### config.mk
export PLATFORM = sky130hd
export DESIGN_NAME = store_buffer_flat
export DESIGN_NICKNAME = d
export VERILOG_FILES = /design/src/rtl/store_buffer_pkg.sv /design/src/rtl/store_buffer_if.sv /design/src/rtl/store_buffer_match.sv /design/src/rtl/store_buffer.sv /design/src/flat_wrapper.sv
export SDC_FILE = /design/constraint.sdc
export NUM_CORES = 1
export LEC_CHECK = 0
export BUFFER_PORTS_ARGS = -buffer_cell sky130_fd_sc_hd__buf_2
export CAP_MARGIN = 20
export CORE_MARGIN = 1.5
export CORE_UTILIZATION = 50
export CTS_BUF_LIST = sky130_fd_sc_hd__clkbuf_4 sky130_fd_sc_hd__clkbuf_8
export DETAILED_ROUTE_END_ITERATION = 6
export GPL_TIMING_DRIVEN = 1
export PLACE_DENSITY_LB_ADDON = 0.05
export SYNTH_ARGS = -nofsm -noshare
export SYNTH_HDL_FRONTEND = slang
export SYNTH_SLANG_ARGS = --single-unit
### constraint.sdc
create_clock -name clk -period 5.67 [get_ports clk]
set_clock_uncertainty 0.05 [all_clocks]
set_input_delay 1.4175 -clock clk [delete_from_list [all_inputs] [get_ports clk]]
set_output_delay 1.4175 -clock clk [all_outputs]
set_load 0.02 [all_outputs]
### src/rtl/store_buffer_pkg.sv
// store_buffer_pkg: shared widths and the buffered-store entry type
package store_buffer_pkg;
    localparam int ADDR_W = 32;
    localparam int DATA_W = 32;

    typedef struct packed {
        logic [ADDR_W-3:0] word_addr;
        logic [DATA_W-1:0] data;
    } sb_entry_t;
endpackage

### src/rtl/store_buffer_if.sv
// store_buffer_if: MEM-stage store/load request bus into the store buffer
interface store_buffer_if;
    import store_buffer_pkg::*;

    logic              store_valid;
    logic [ADDR_W-1:0] store_addr;
    logic [DATA_W-1:0] store_data;
    logic              store_ready;
    logic              load_valid;
    logic [ADDR_W-1:0] load_addr;
    logic [DATA_W-1:0] load_data;
    logic              load_stall;

    modport master (
        output store_valid, store_addr, store_data, load_valid, load_addr,
        input  store_ready, load_data, load_stall
    );

    modport slave (
        input  store_valid, store_addr, store_data, load_valid, load_addr,
        output store_ready, load_data, load_stall
    );
endinterface

### src/rtl/store_buffer_match.sv
// store_buffer_match: finds the youngest live entry whose word address equals the load's
module store_buffer_match
    import store_buffer_pkg::*;
#(
    parameter  int DEPTH = 4,
    localparam int PTR_W = $clog2(DEPTH)
) (
    input  logic      [DEPTH-1:0]  valid_i,
    input  sb_entry_t [DEPTH-1:0]  entries_i,
    input  logic      [PTR_W-1:0]  head_i,
    input  logic      [ADDR_W-3:0] addr_i,
    output logic      [DEPTH-1:0]  hit_oh_o,
    output logic                   hit_o,
    output logic      [DATA_W-1:0] hit_data_o
);
    logic [PTR_W-1:0] idx;

    // Scan oldest to youngest starting at head so a younger hit replaces any older one
    always_comb begin
        hit_oh_o   = '0;
        hit_data_o = '0;
        idx        = head_i;
        for (int k = 0; k < DEPTH; k++) begin
            idx = head_i + PTR_W'(k);
            if (valid_i[idx] && entries_i[idx].word_addr == addr_i) begin
                hit_oh_o      = '0;
                hit_oh_o[idx] = 1'b1;
                hit_data_o    = entries_i[idx].data;
            end
        end
    end

    assign hit_o = |hit_oh_o;
endmodule

### src/rtl/store_buffer.sv
// store_buffer: posted-write FIFO between the MEM stage and the data memory.
// Define STORE_BUF_FORWARD_EN to forward buffered data to hitting loads;
// without it a hitting load stalls until the matching entries have drained.
module store_buffer
    import store_buffer_pkg::*;
#(
    parameter int DEPTH = 4
) (
    input  logic              clk,
    input  logic              rst_n,
    store_buffer_if.slave     bus,
    output logic [ADDR_W-1:0] mem_addr_o,
    output logic [DATA_W-1:0] mem_wdata_o,
    output logic              mem_we_o,
    output logic              mem_read_o,
    input  logic [DATA_W-1:0] mem_rdata_i,
    output logic              empty_o
);
    localparam int PTR_W = $clog2(DEPTH);

    logic      [PTR_W-1:0]  head_q, head_d, tail_q, tail_d;
    logic      [PTR_W:0]    count_q, count_d;
    sb_entry_t [DEPTH-1:0]  entries_q;
    logic      [DEPTH-1:0]  valid, hit_oh;
    logic      [DATA_W-1:0] hit_data;
    logic                   hit, push, drain, port_free;
    logic                   unused_bits;

    // An entry is live when its distance from head is below the occupancy
    always_comb begin
        valid = '0;
        for (int i = 0; i < DEPTH; i++)
            valid[i] = {1'b0, PTR_W'(i) - head_q} < count_q;
    end

    store_buffer_match #(.DEPTH(DEPTH)) u_match (
        .valid_i    (valid),
        .entries_i  (entries_q),
        .head_i     (head_q),
        .addr_i     (bus.load_addr[ADDR_W-1:2]),
        .hit_oh_o   (hit_oh),
        .hit_o      (hit),
        .hit_data_o (hit_data)
    );

`ifdef STORE_BUF_FORWARD_EN
    assign bus.load_stall = 1'b0;
    assign bus.load_data  = hit ? hit_data : mem_rdata_i;
    assign port_free      = hit;
    assign unused_bits    = ^{hit_oh, bus.store_addr[1:0], bus.load_addr[1:0]};
`else
    assign bus.load_stall = bus.load_valid && hit;
    assign bus.load_data  = mem_rdata_i;
    assign port_free      = bus.load_stall;
    assign unused_bits    = ^{hit_oh, hit_data, bus.store_addr[1:0], bus.load_addr[1:0]};
`endif

    // A pending load owns the memory port unless it is stalled or served from the buffer
    assign bus.store_ready = (count_q != (PTR_W+1)'(DEPTH)) && !bus.load_valid;
    assign push            = bus.store_valid && bus.store_ready;
    assign drain           = (count_q != '0) && (!bus.load_valid || port_free);
    assign mem_we_o        = drain;
    assign mem_read_o      = !drain && bus.load_valid;
    assign mem_addr_o      = drain ? {entries_q[head_q].word_addr, 2'b00} : bus.load_valid ? bus.load_addr : '0;
    assign mem_wdata_o     = drain ? entries_q[head_q].data : '0;
    assign empty_o         = count_q == '0;

    // Pointers wrap naturally at DEPTH; a simultaneous push and drain leaves count unchanged
    always_comb begin
        head_d  = head_q + PTR_W'(drain);
        tail_d  = tail_q + PTR_W'(push);
        count_d = count_q + (PTR_W+1)'(push) - (PTR_W+1)'(drain);
    end

    // Reset discards every buffered store by emptying the pointers
    always_ff @(posedge clk or negedge rst_n) begin
        if (!rst_n) begin
            head_q  <= '0;
            tail_q  <= '0;
            count_q <= '0;
        end else begin
            head_q  <= head_d;
            tail_q  <= tail_d;
            count_q <= count_d;
        end
    end

    // Entry payloads need no reset since liveness comes from the pointers
    always_ff @(posedge clk) begin
        if (push)
            entries_q[tail_q] <= '{word_addr: bus.store_addr[ADDR_W-1:2], data: bus.store_data};
    end

    a_store_aligned: assert property (@(posedge clk) disable iff (!rst_n)
        bus.store_valid |-> bus.store_addr[1:0] == 2'b00)
        else $error("store_buffer: misaligned store address %h", bus.store_addr);

    a_load_aligned: assert property (@(posedge clk) disable iff (!rst_n)
        bus.load_valid |-> bus.load_addr[1:0] == 2'b00)
        else $error("store_buffer: misaligned load address %h", bus.load_addr);
endmodule
### src/flat_wrapper.sv
// flat-port wrapper written by rule: the top's interface ports become plain ports
module store_buffer_flat import store_buffer_pkg::*;
#(
    parameter int DEPTH = 4
)
  (clk, rst_n, mem_addr_o, mem_wdata_o, mem_we_o, mem_read_o, mem_rdata_i, empty_o, bus_store_valid, bus_store_addr, bus_store_data, bus_load_valid, bus_load_addr, bus_store_ready, bus_load_data, bus_load_stall);
  store_buffer_if bus_i ();
  input  logic clk;
  input  logic rst_n;
  output logic [ADDR_W-1:0] mem_addr_o;
  output logic [DATA_W-1:0] mem_wdata_o;
  output logic mem_we_o;
  output logic mem_read_o;
  input  logic [DATA_W-1:0] mem_rdata_i;
  output logic empty_o;
  input wire logic [$bits(bus_i.store_valid)-1:0] bus_store_valid;
  input wire logic [$bits(bus_i.store_addr)-1:0] bus_store_addr;
  input wire logic [$bits(bus_i.store_data)-1:0] bus_store_data;
  input wire logic [$bits(bus_i.load_valid)-1:0] bus_load_valid;
  input wire logic [$bits(bus_i.load_addr)-1:0] bus_load_addr;
  output wire logic [$bits(bus_i.store_ready)-1:0] bus_store_ready;
  output wire logic [$bits(bus_i.load_data)-1:0] bus_load_data;
  output wire logic [$bits(bus_i.load_stall)-1:0] bus_load_stall;
  assign bus_i.store_valid = bus_store_valid;
  assign bus_i.store_addr = bus_store_addr;
  assign bus_i.store_data = bus_store_data;
  assign bus_i.load_valid = bus_load_valid;
  assign bus_i.load_addr = bus_load_addr;
  assign bus_store_ready = bus_i.store_ready;
  assign bus_load_data = bus_i.load_data;
  assign bus_load_stall = bus_i.load_stall;
  store_buffer #(.DEPTH(DEPTH)) u_core (.clk(clk), .rst_n(rst_n), .bus(bus_i), .mem_addr_o(mem_addr_o), .mem_wdata_o(mem_wdata_o), .mem_we_o(mem_we_o), .mem_read_o(mem_read_o), .mem_rdata_i(mem_rdata_i), .empty_o(empty_o));
endmodule
==> results.json, run 1 <==
{
  "slew_viol_final": 0,
  "total_power_w": 0.00974,
  "dieArea_um2": 31000,
  "yosysTopAreaCell": "edfxtp_1",
  "io_pins": 233,
  "cts_tree": "done",
  "timing.critical_path.mode_cell": "buf_6",
  "cp_slowest_cell": "or4_4",
  "drc": 0,
  "path_cells": "inv_4 -> ha_4 -> buf_12 -> buf_8 -> mux4_2 -> xnor2_2 -> nand4_1 -> or4_4 -> o22ai_4 -> o31ai_4 -> buf_6 -> a211o_1 -> buf_6",
  "initial_core_util_pct": 50.7,
  "relSlewSlack_pct": 43.2,
  "startpoint_type": "flop",
  "reg2reg_to": "u_core.count_q[2]",
  "r2r-start": "u_core.head_q[0]",
  "avgRoutedWirePerCell_um": 24.7,
  "num_rows": 63,
  "worst-path-stages": 13,
  "insertion_delay_ns": 0.56,
  "fin_nets": 1324,
  "synth.most_common_cell": "edfxtp_1",
  "min_period_ns": 5.64,
  "worst_setup_path_end_kind": "primary output",
  "reg2reg_depth": 20,
  "vias_per_cell": 6.13,
  "grt_antenna_before_repair": 3,
  "hold_path_class": "reg -> reg",
  "period_share_pct": 99.5,
  "powerDensity_nw_per_um2": 548,
  "synth.area.mux_share_pct": 23.4,
  "wl_um": 39700,
  "syn_inst": 1020,
  "gp_congestion": 0.832,
  "met2_usage_pct": 40.1,
  "synthDistinctLibCells": 43,
  "rsz0062_at_grt": "yes",
  "cts_root_buf": "clkbuf_8",
  "fmax_mhz": 177,
  "synth_compound_area_share_pct": 5.85,
  "fillCellCount": 2371,
  "hold_violations": 0,
  "synth-xor-area-share_pct": 7.25,
  "hold_path_startpoint": "u_core.tail_q[1]",
  "min_to": "u_core.tail_q[1]",
  "initialDrtViolationCount": 813,
  "track_usage_pct": 25.1,
  "dpl.hpwl_um": 25300,
  "area_delta_synth_final_pct": 18.7,
  "hold_ws_ns": 0.596,
  "met3_usage_pct": 5.64,
  "dieHeight_um": 176,
  "hold_depth": 1,
  "grt_pass1_wl_um": 57500,
  "grt_max_degree": 101,
  "cp.arrival_ns": 4.17,
  "leakage_nw": 6.42,
  "drv_cap": 0,
  "synth_top_family_by_area": "multiplexers",
  "setup_viol": 0,
  "ys_warn_count": 0,
  "synth_top_area_share_pct": 49.7,
  "grt_busiest_layer": "met2",
  "dr.pass1.iters": 6,
  "async_flop_share_pct": 2.75,
  "syn_nets": 1165,
  "synth_seq_area_share_pct": 50.9,
  "h-tree-depth": 2,
  "dieWidth_um": 176,
  "critPathBufInv": 5,
  "synth_area_leaders": "edfxtp_1, mux4_2, xnor2_1",
  "ant_nets": 0,
  "path_class": "reg -> out",
  "cts_sinks": 255,
  "vias": 9835,
  "tightestPinTransition_ns": 0.851,
  "numCtsBuffers": 44,
  "status": "complete, no violations",
  "overflow": 0,
  "synth_edf_count": 248,
  "coreArea_um2": 29600,
  "synth-seq-cells": 255,
  "irDropWorstVdd_uv": 310,
  "grt_pass1_vias": 9630,
  "slowest_delay_ns": 0.59,
  "grtUsageMet1_pct": 34.3,
  "layout-drive-gt1-share_pct": 42.0,
  "hold_buffers": 0,
  "crit_path_start": "u_core.head_q[0]",
  "crit_family": "simple AND/OR/NAND/NOR gates",
  "synth-simple-area-share_pct": 6.23,
  "synth.top_cells.by_count": "edfxtp_1, mux4_2, xnor2_1",
  "netlist_area_um2": 15000,
  "crit_fanout": 5,
  "required_ns": 4.20,
  "clockBufferDepth": 3,
  "avgSynthCellArea_um2": 14.7,
  "io_buffers": 166,
  "synth_ff_type": "edfxtp_1",
  "yosys.area_share.adder_pct": 1.14,
  "path_clk_slew_ns": 0.06,
  "r2r_slack_ns": 1.03
}
## cell usage in the layout (no fill, tap or decap), types with 13 or more instances in the layout
master    instances
a211o_1          30
a21oi_1          50
a21oi_2          13
and2_1           31
buf_12           15
buf_2           151
buf_4            64
clkbuf_8         44
edfxtp_1        248
mux4_2          152
nand2_1          66
nand3_1          31
nand4_1          23
o21ai_0          32
xnor2_1          84
xor2_1           30
## metal layers
metal | vias to the layer above | routed length [um]
met5 | - | 0
met4 | 0 | 1100
met3 | 77 | 3230
met2 | 413 | 19200
met1 | 5028 | 16100
li1 | 4317 | -
## worst max-delay path by stage
stage | endpoint | slack [ns]
after floorplan | mem_wdata_o[23] | -0.06
after global placement | mem_addr_o[20] | 0.26
after detailed placement | mem_addr_o[21] | 0.27
after CTS | mem_addr_o[31] | 0.003
after global routing | mem_addr_o[31] | -0.08
final | mem_addr_o[31] | 0.03
## where the power goes
group          internal (W)  switching, W  total, W
combinational       0.00275       0.00279   0.00554
sequential          0.00231      0.000127   0.00244
clock               0.00101      0.000757   0.00177
## layout make-up
cell class | instances | area [um2] | share of cell area, %
well taps | 390 | 488 | 2.74
clock buffers | 51 | 658 | 3.70
repair buffers | 245 | 1860 | 10.5
inverters | 12 | 50.0 | 0.282
flip-flops and latches | 255 | 7630 | 42.9
diodes | 2 | 5.00 | 0.0282
clock inverters | 29 | 273 | 1.53
multi-input cells | 621 | 6820 | 38.3
## registers in the layout, indices dropped and copies added, names as in the netlist
signal and cells:
u_core.count_q 3, u_core.entries_q 248, u_core.head_q 2, u_core.tail_q 2
## stage by stage
| stage | setup WS (ns) | area [um2] | utilization, % | cells | TNS [ns] |
|---|---|---|---|---|---|
| after floorplan | -0.0588 | 15000 | - | 1020 | -1.36 |
| after global placement | 0.257 | 16100 | 54.4 | 1481 | 0 |
| after detailed placement | 0.275 | 16100 | 54.4 | 1481 | 0 |
| after CTS | 0.00285 | 17300 | 58.4 | 1572 | 0 |
| after global routing | -0.0841 | 17800 | 60.1 | 1603 | -1.06 |
| final | 0.0282 | 17800 | 60.1 | 1605 | 0 |
## cells by family after synthesis
family | after synthesis
compound gates | 139
flops | 255
simple gates | 185
mux | 160
buf+inv | 144
fa+ha+maj | 13
xor+xnor | 124
## timing repair
action / 4_1_cts / 5_1_grt
gates resized for setup: 18 / 46
buffers inserted: 9 / 27
cloned: 2 / 4
hold endpoints to repair: 0 / 0
setup endpoints to repair: 63 / 61
pin swaps: 5 / 13
Power figures use the tool's default switching activity.
==> run 2: changes to the inputs <==
--- a/config.mk
+++ b/config.mk
@@ -12,7 +12,7 @@
 export CTS_BUF_LIST = sky130_fd_sc_hd__clkbuf_4 sky130_fd_sc_hd__clkbuf_8
 export DETAILED_ROUTE_END_ITERATION = 6
 export GPL_TIMING_DRIVEN = 1
-export PLACE_DENSITY_LB_ADDON = 0.05
+export PLACE_DENSITY = 0.76
 export SYNTH_ARGS = -nofsm -noshare
 export SYNTH_HDL_FRONTEND = slang
 export SYNTH_SLANG_ARGS = --single-unit
==> results.json, run 2 (synthesized netlist as in run 1, its figures left out) <==
{
  "status": "complete, no violations",
  "timing.critical_path.mode_cell": "buf_12",
  "dieArea_um2": 31000,
  "area_delta_synth_final_pct": 16.4,
  "grt_antenna_before_repair": 8,
  "cts_tree": "done",
  "insertion_delay_ns": 0.56,
  "final_common_cell": "edfxtp_1",
  "ant_nets": 0,
  "overflow": 0,
  "dp.cells": 1477,
  "avgRoutedWirePerCell_um": 24.0,
  "min_to": "u_core.tail_q[1]",
  "grt_pass1_vias": 10000,
  "gp_congestion": 0.835,
  "hold_violations": 0,
  "routed.top_layer": "met5",
  "cp_slowest_cell": "or4_4",
  "r2r_slack_ns": 0.99,
  "final_cell_mix": "edfxtp_1, mux4_2, buf_2",
  "hold_path_startpoint": "u_core.tail_q[1]",
  "required_ns": 4.20,
  "hold_path_class": "reg -> reg",
  "slew_viol_final": 0,
  "detail_route.wirelength.met1_um": 14700,
  "instances_no_fill": 1577,
  "cp.arrival_ns": 4.18,
  "placed_cell_area_um2": 16000,
  "design_area_um2": 17400,
  "crit_fanout": 24,
  "leakage_nw": 6.18,
  "irDropWorstVdd_uv": 323,
  "dieHeight_um": 176,
  "cts_root_buf": "clkbuf_8",
  "fmax_mhz": 177,
  "vias": 9860,
  "dp_slack_ns": 0.319,
  "regMostFlops": "u_core.entries_q",
  "drc": 0,
  "path_cells": "clkinvlp_4 -> ha_4 -> buf_12 -> buf_12 -> mux4_2 -> xnor2_2 -> nand3_1 -> or4_4 -> o22ai_4 -> o31ai_4 -> buf_12 -> a211o_1 -> buf_2",
  "fillCellCount": 2275,
  "wl_met3_um": 3520,
  "layout-drive-gt1-share_pct": 41.5,
  "coreArea_um2": 29600,
  "crit_family": "buffers and inverters",
  "numCtsBuffers": 42,
  "met2_length_um": 18500,
  "clockBufferDepth": 3,
  "vias_per_cell": 6.25,
  "slowest_delay_ns": 0.59,
  "multi_input_area_um2": 6840,
  "powerDensity_nw_per_um2": 538,
  "setup_viol": 0,
  "grt_max_degree": 101,
  "dpl.hpwl_um": 24700,
  "startpoint_type": "flop",
  "period_share_pct": 99.7,
  "fin_ws_ns": 0.0185,
  "grt_pass1_wl_um": 57600,
  "final_core_util_pct": 59.0,
  "r2r-start": "u_core.head_q[1]",
  "path_class": "reg -> out",
  "initial_core_util_pct": 50.7,
  "io_buffers": 166,
  "track_usage_pct": 24.7,
  "reg2reg_to": "u_core.count_q[2]",
  "worst_setup_path_end_kind": "primary output",
  "regArea_um2": 7630,
  "wl_um": 37800,
  "hold_depth": 1,
  "fin_nets": 1293,
  "reg2reg_depth": 19,
  "critPathBufInv": 5,
  "num_rows": 63,
  "dieWidth_um": 176,
  "path_clk_slew_ns": 0.06,
  "drv_cap": 0,
  "largest_reg_flops": 248,
  "h-tree-depth": 2,
  "hold_buffers": 0,
  "min_period_ns": 5.65,
  "rsz0062_at_grt": "yes",
  "io_pins": 233,
  "tightestPinTransition_ns": 0.993,
  "reg.largest.list": "u_core.entries_q (248), u_core.count_q (3)",
  "relSlewSlack_pct": 33.8,
  "cts_sinks": 255,
  "initialDrtViolationCount": 786,
  "dr.pass1.iters": 5,
  "hold_ws_ns": 0.586
}
-- run 2: cell types whose count changed in the layout (fill, tap and decap cells not counted), moves of 5 or more --
cell and delta:
buf_4 -9, buf_12 -5, buf_2 -14, clkinv_2 -5, clkinv_1 -5, clkbuf_4 +11, a21oi_1 -12, a21oi_2 +10
-- run 2: what timing repair did --
item / CTS / global route
cloned: 3 / 0
gates resized for setup: 18 / 68
endpoints found under the setup margin: 66 / 63
pin swaps: 7 / 8
buffers inserted: 11 / 3
-- run 2: how the worst max path moves through the flow --
| stage | startpoint | to | depth (start not counted) |
|---|---|---|---|
| after floorplan | u_core.head_q[0] | mem_wdata_o[23] | 18 |
| after global placement | bus_load_addr[6] | mem_addr_o[6] | 10 |
| after detailed placement | bus_load_addr[6] | mem_addr_o[23] | 10 |
| after CTS | u_core.head_q[1] | mem_addr_o[23] | 12 |
| after global routing | u_core.head_q[1] | mem_addr_o[6] | 13 |
| final | u_core.head_q[1] | mem_addr_o[6] | 13 |
-- run 2: power by group --
| group | leakage, nW | switching [W] | internal (W) |
|---|---|---|---|
| sequential | 2.33 | 0.000134 | 0.00231 |
| combinational | 3.41 | 0.00269 | 0.00264 |
| clock | 0.443 | 0.000736 | 0.000865 |
-- run 2: cell type report --
type | count | area share [%]
antenna | 6 | 0.0861
clock buffer | 60 | 4.09
clock inverter | 17 | 0.711
inverter | 12 | 0.280
multi-input combinational | 621 | 39.2
sequential | 255 | 43.8
tap | 390 | 2.80
timing repair buffer | 216 | 9.02
-- run 2: per-stage QoR --
step / TNS, ns / total power, W
after floorplan: -1.36 / 0.00620
after global placement: 0 / 0.00718
after detailed placement: 0 / 0.00725
after CTS: 0 / 0.00925
after global routing: -1.92 / 0.00986
final: 0 / 0.00937
-- run 2: layer usage --
| layer | up-vias | track usage, % |
|---|---|---|
| li1 | 4261 | - |
| met1 | 4985 | 31.6 |
| met2 | 512 | 40.5 |
| met3 | 98 | 7.11 |
| met4 | 4 | 8.37 |
| met5 | - | 0 |
==> run 3: changes to the inputs <==
--- a/config.mk
+++ b/config.mk
@@ -7,7 +7,7 @@
 export LEC_CHECK = 0
 export BUFFER_PORTS_ARGS = -buffer_cell sky130_fd_sc_hd__buf_2
 export CAP_MARGIN = 20
-export CORE_MARGIN = 1.5
+export CORE_MARGIN = 2
 export CORE_UTILIZATION = 50
 export CTS_BUF_LIST = sky130_fd_sc_hd__clkbuf_4 sky130_fd_sc_hd__clkbuf_8
 export DETAILED_ROUTE_END_ITERATION = 6
==> results.json, run 3 (synthesized netlist as in run 1, its figures left out) <==
{
  "status": "complete, no violations",
  "wl_um": 39300,
  "setup_viol": 0,
  "grtUsageMet1_pct": 32.2,
  "hold_path_class": "reg -> reg",
  "reg.largest.list": "u_core.entries_q (248), u_core.count_q (3)",
  "placed_cell_area_um2": 16000,
  "relSlewSlack_pct": 31.3,
  "numCtsBuffers": 42,
  "met3_usage_pct": 7.11,
  "grt_max_degree": 101,
  "fin_ws_ns": 0.00460,
  "num_rows": 63,
  "initialDrtViolationCount": 1036,
  "hold_ws_ns": 0.588,
  "io_pins": 233,
  "power_frac_seq_pct": 25.0,
  "hold_buffers": 0,
  "drc": 0,
  "grt_busiest_layer": "met2",
  "cts_tree": "done",
  "dieArea_um2": 31400,
  "insertion_delay_ns": 0.57,
  "slew_viol_final": 0,
  "fin_nets": 1305,
  "r2r_slack_ns": 0.94,
  "regMostFlops": "u_core.entries_q",
  "dieWidth_um": 177,
  "grt_pass1_vias": 9889,
  "vias_per_cell": 6.37,
  "rsz0062_at_grt": "yes",
  "cts_root_buf": "clkbuf_8",
  "layout-drive-gt1-share_pct": 43.5,
  "netSwitchingFraction_pct": 38.1,
  "final_common_cell": "edfxtp_1",
  "initial_core_util_pct": 50.7,
  "largest_reg_flops": 248,
  "crit_fanout": 100,
  "design_area_um2": 17900,
  "final_cell_mix": "edfxtp_1, mux4_2, buf_2",
  "clockBufferDepth": 3,
  "comb_power_share_pct": 58.2,
  "tightestPinTransition_ns": 1.03,
  "avgRoutedWirePerCell_um": 24.9,
  "irDropWorstVdd_uv": 363,
  "coreArea_um2": 29600,
  "grt_antenna_before_repair": 6,
  "path_class": "reg -> out",
  "min_period_ns": 5.67,
  "clockPowerShare_pct": 16.8,
  "dpl.hpwl_um": 25100,
  "h-tree-depth": 2,
  "gp_congestion": 0.848,
  "grt_pass1_wl_um": 58100,
  "dieHeight_um": 177,
  "dr.pass1.iters": 5,
  "powerDensity_nw_per_um2": 546,
  "cts_sinks": 255,
  "required_ns": 4.20,
  "cp.arrival_ns": 4.20,
  "area_delta_synth_final_pct": 19.2,
  "p_sw_w": 0.00372,
  "overflow": 0,
  "path_clk_slew_ns": 0.06,
  "fmax_mhz": 177,
  "track_usage_pct": 24.7,
  "io_buffers": 166,
  "total_power_w": 0.00976,
  "leakage_nw": 6.30,
  "hold_violations": 0,
  "met2_usage_pct": 39.4,
  "ant_nets": 0,
  "drv_cap": 0,
  "worst_setup_path_end_kind": "primary output",
  "dp_slack_ns": 0.246,
  "vias": 10100,
  "startpoint_type": "flop",
  "period_share_pct": 99.9,
  "p_int_w": 0.00604
}
run 3: final timing paths:
| check | from | end | cells after the start |
|---|---|---|---|
| worst max-delay path | u_core.head_q[1] | mem_addr_o[8] | 10 |
| worst min-delay path | u_core.tail_q[1] | u_core.tail_q[1] | 1 |
| worst max register to register | u_core.head_q[1] | u_core.count_q[2] | 16 |
| worst min register to register | u_core.tail_q[1] | u_core.tail_q[1] | 1 |
| max in group asynchronous | rst_n | u_core.head_q[1] | 1 |
| min in group asynchronous | rst_n | u_core.tail_q[1] | 1 |
run 3: layout make-up:
| type | count | area, um2 |
|---|---|---|
| diodes | 2 | 5.00 |
| clock buffers | 53 | 661 |
| clock inverters | 20 | 184 |
| fillers | 2213 | 11700 |
| inverters | 12 | 48.8 |
| multi-input cells | 621 | 7050 |
| flip-flops and latches | 255 | 7630 |
| well taps | 390 | 488 |
| repair buffers | 228 | 1790 |
run 3: critical path: stages, from the launching register on:
cell     delay, ns
dfrtp_4       0.44
buf_12        0.47
mux4_2        0.48
xor2_1        0.18
a311o_1       0.33
or4_4         0.56
o22ai_4       0.26
o31ai_4       0.10
buf_12        0.19
a211o_4       0.37
buf_4         0.17
run 3: power groups by stage:
stage          clock, W  sequential [W]  combinational, W
2_1_floorplan         0         0.00243           0.00376
5_1_grt         0.00175         0.00246           0.00606
3_5_place_dp          0         0.00247           0.00483
6_report        0.00164         0.00244           0.00568
3_3_place_gp          0         0.00246           0.00477
4_1_cts         0.00166         0.00243           0.00513
run 3: through the flow:
stage          TNS [ns]  util, %  cells
4_1_cts               0     58.2   1564
3_5_place_dp          0     54.2   1478
3_3_place_gp          0     54.2   1478
5_1_grt           -1.37     60.4   1579
2_1_floorplan     -1.36        -   1020
6_report              0     60.4   1581
run 3: routing by layer:
metal	vias up	routed length [um]
li1	4269	-
met1	5078	14800
met2	612	19000
met3	110	4090
met4	8	1370
met5	-	54
run 3: timing repair:
| action | in CTS | in global routing |
|---|---|---|
| cloned | 3 | 5 |
| buffers inserted | 10 | 10 |
| pin swaps | 5 | 11 |
| gates resized for setup | 33 | 112 |
| endpoints found under the setup margin | 67 | 65 |
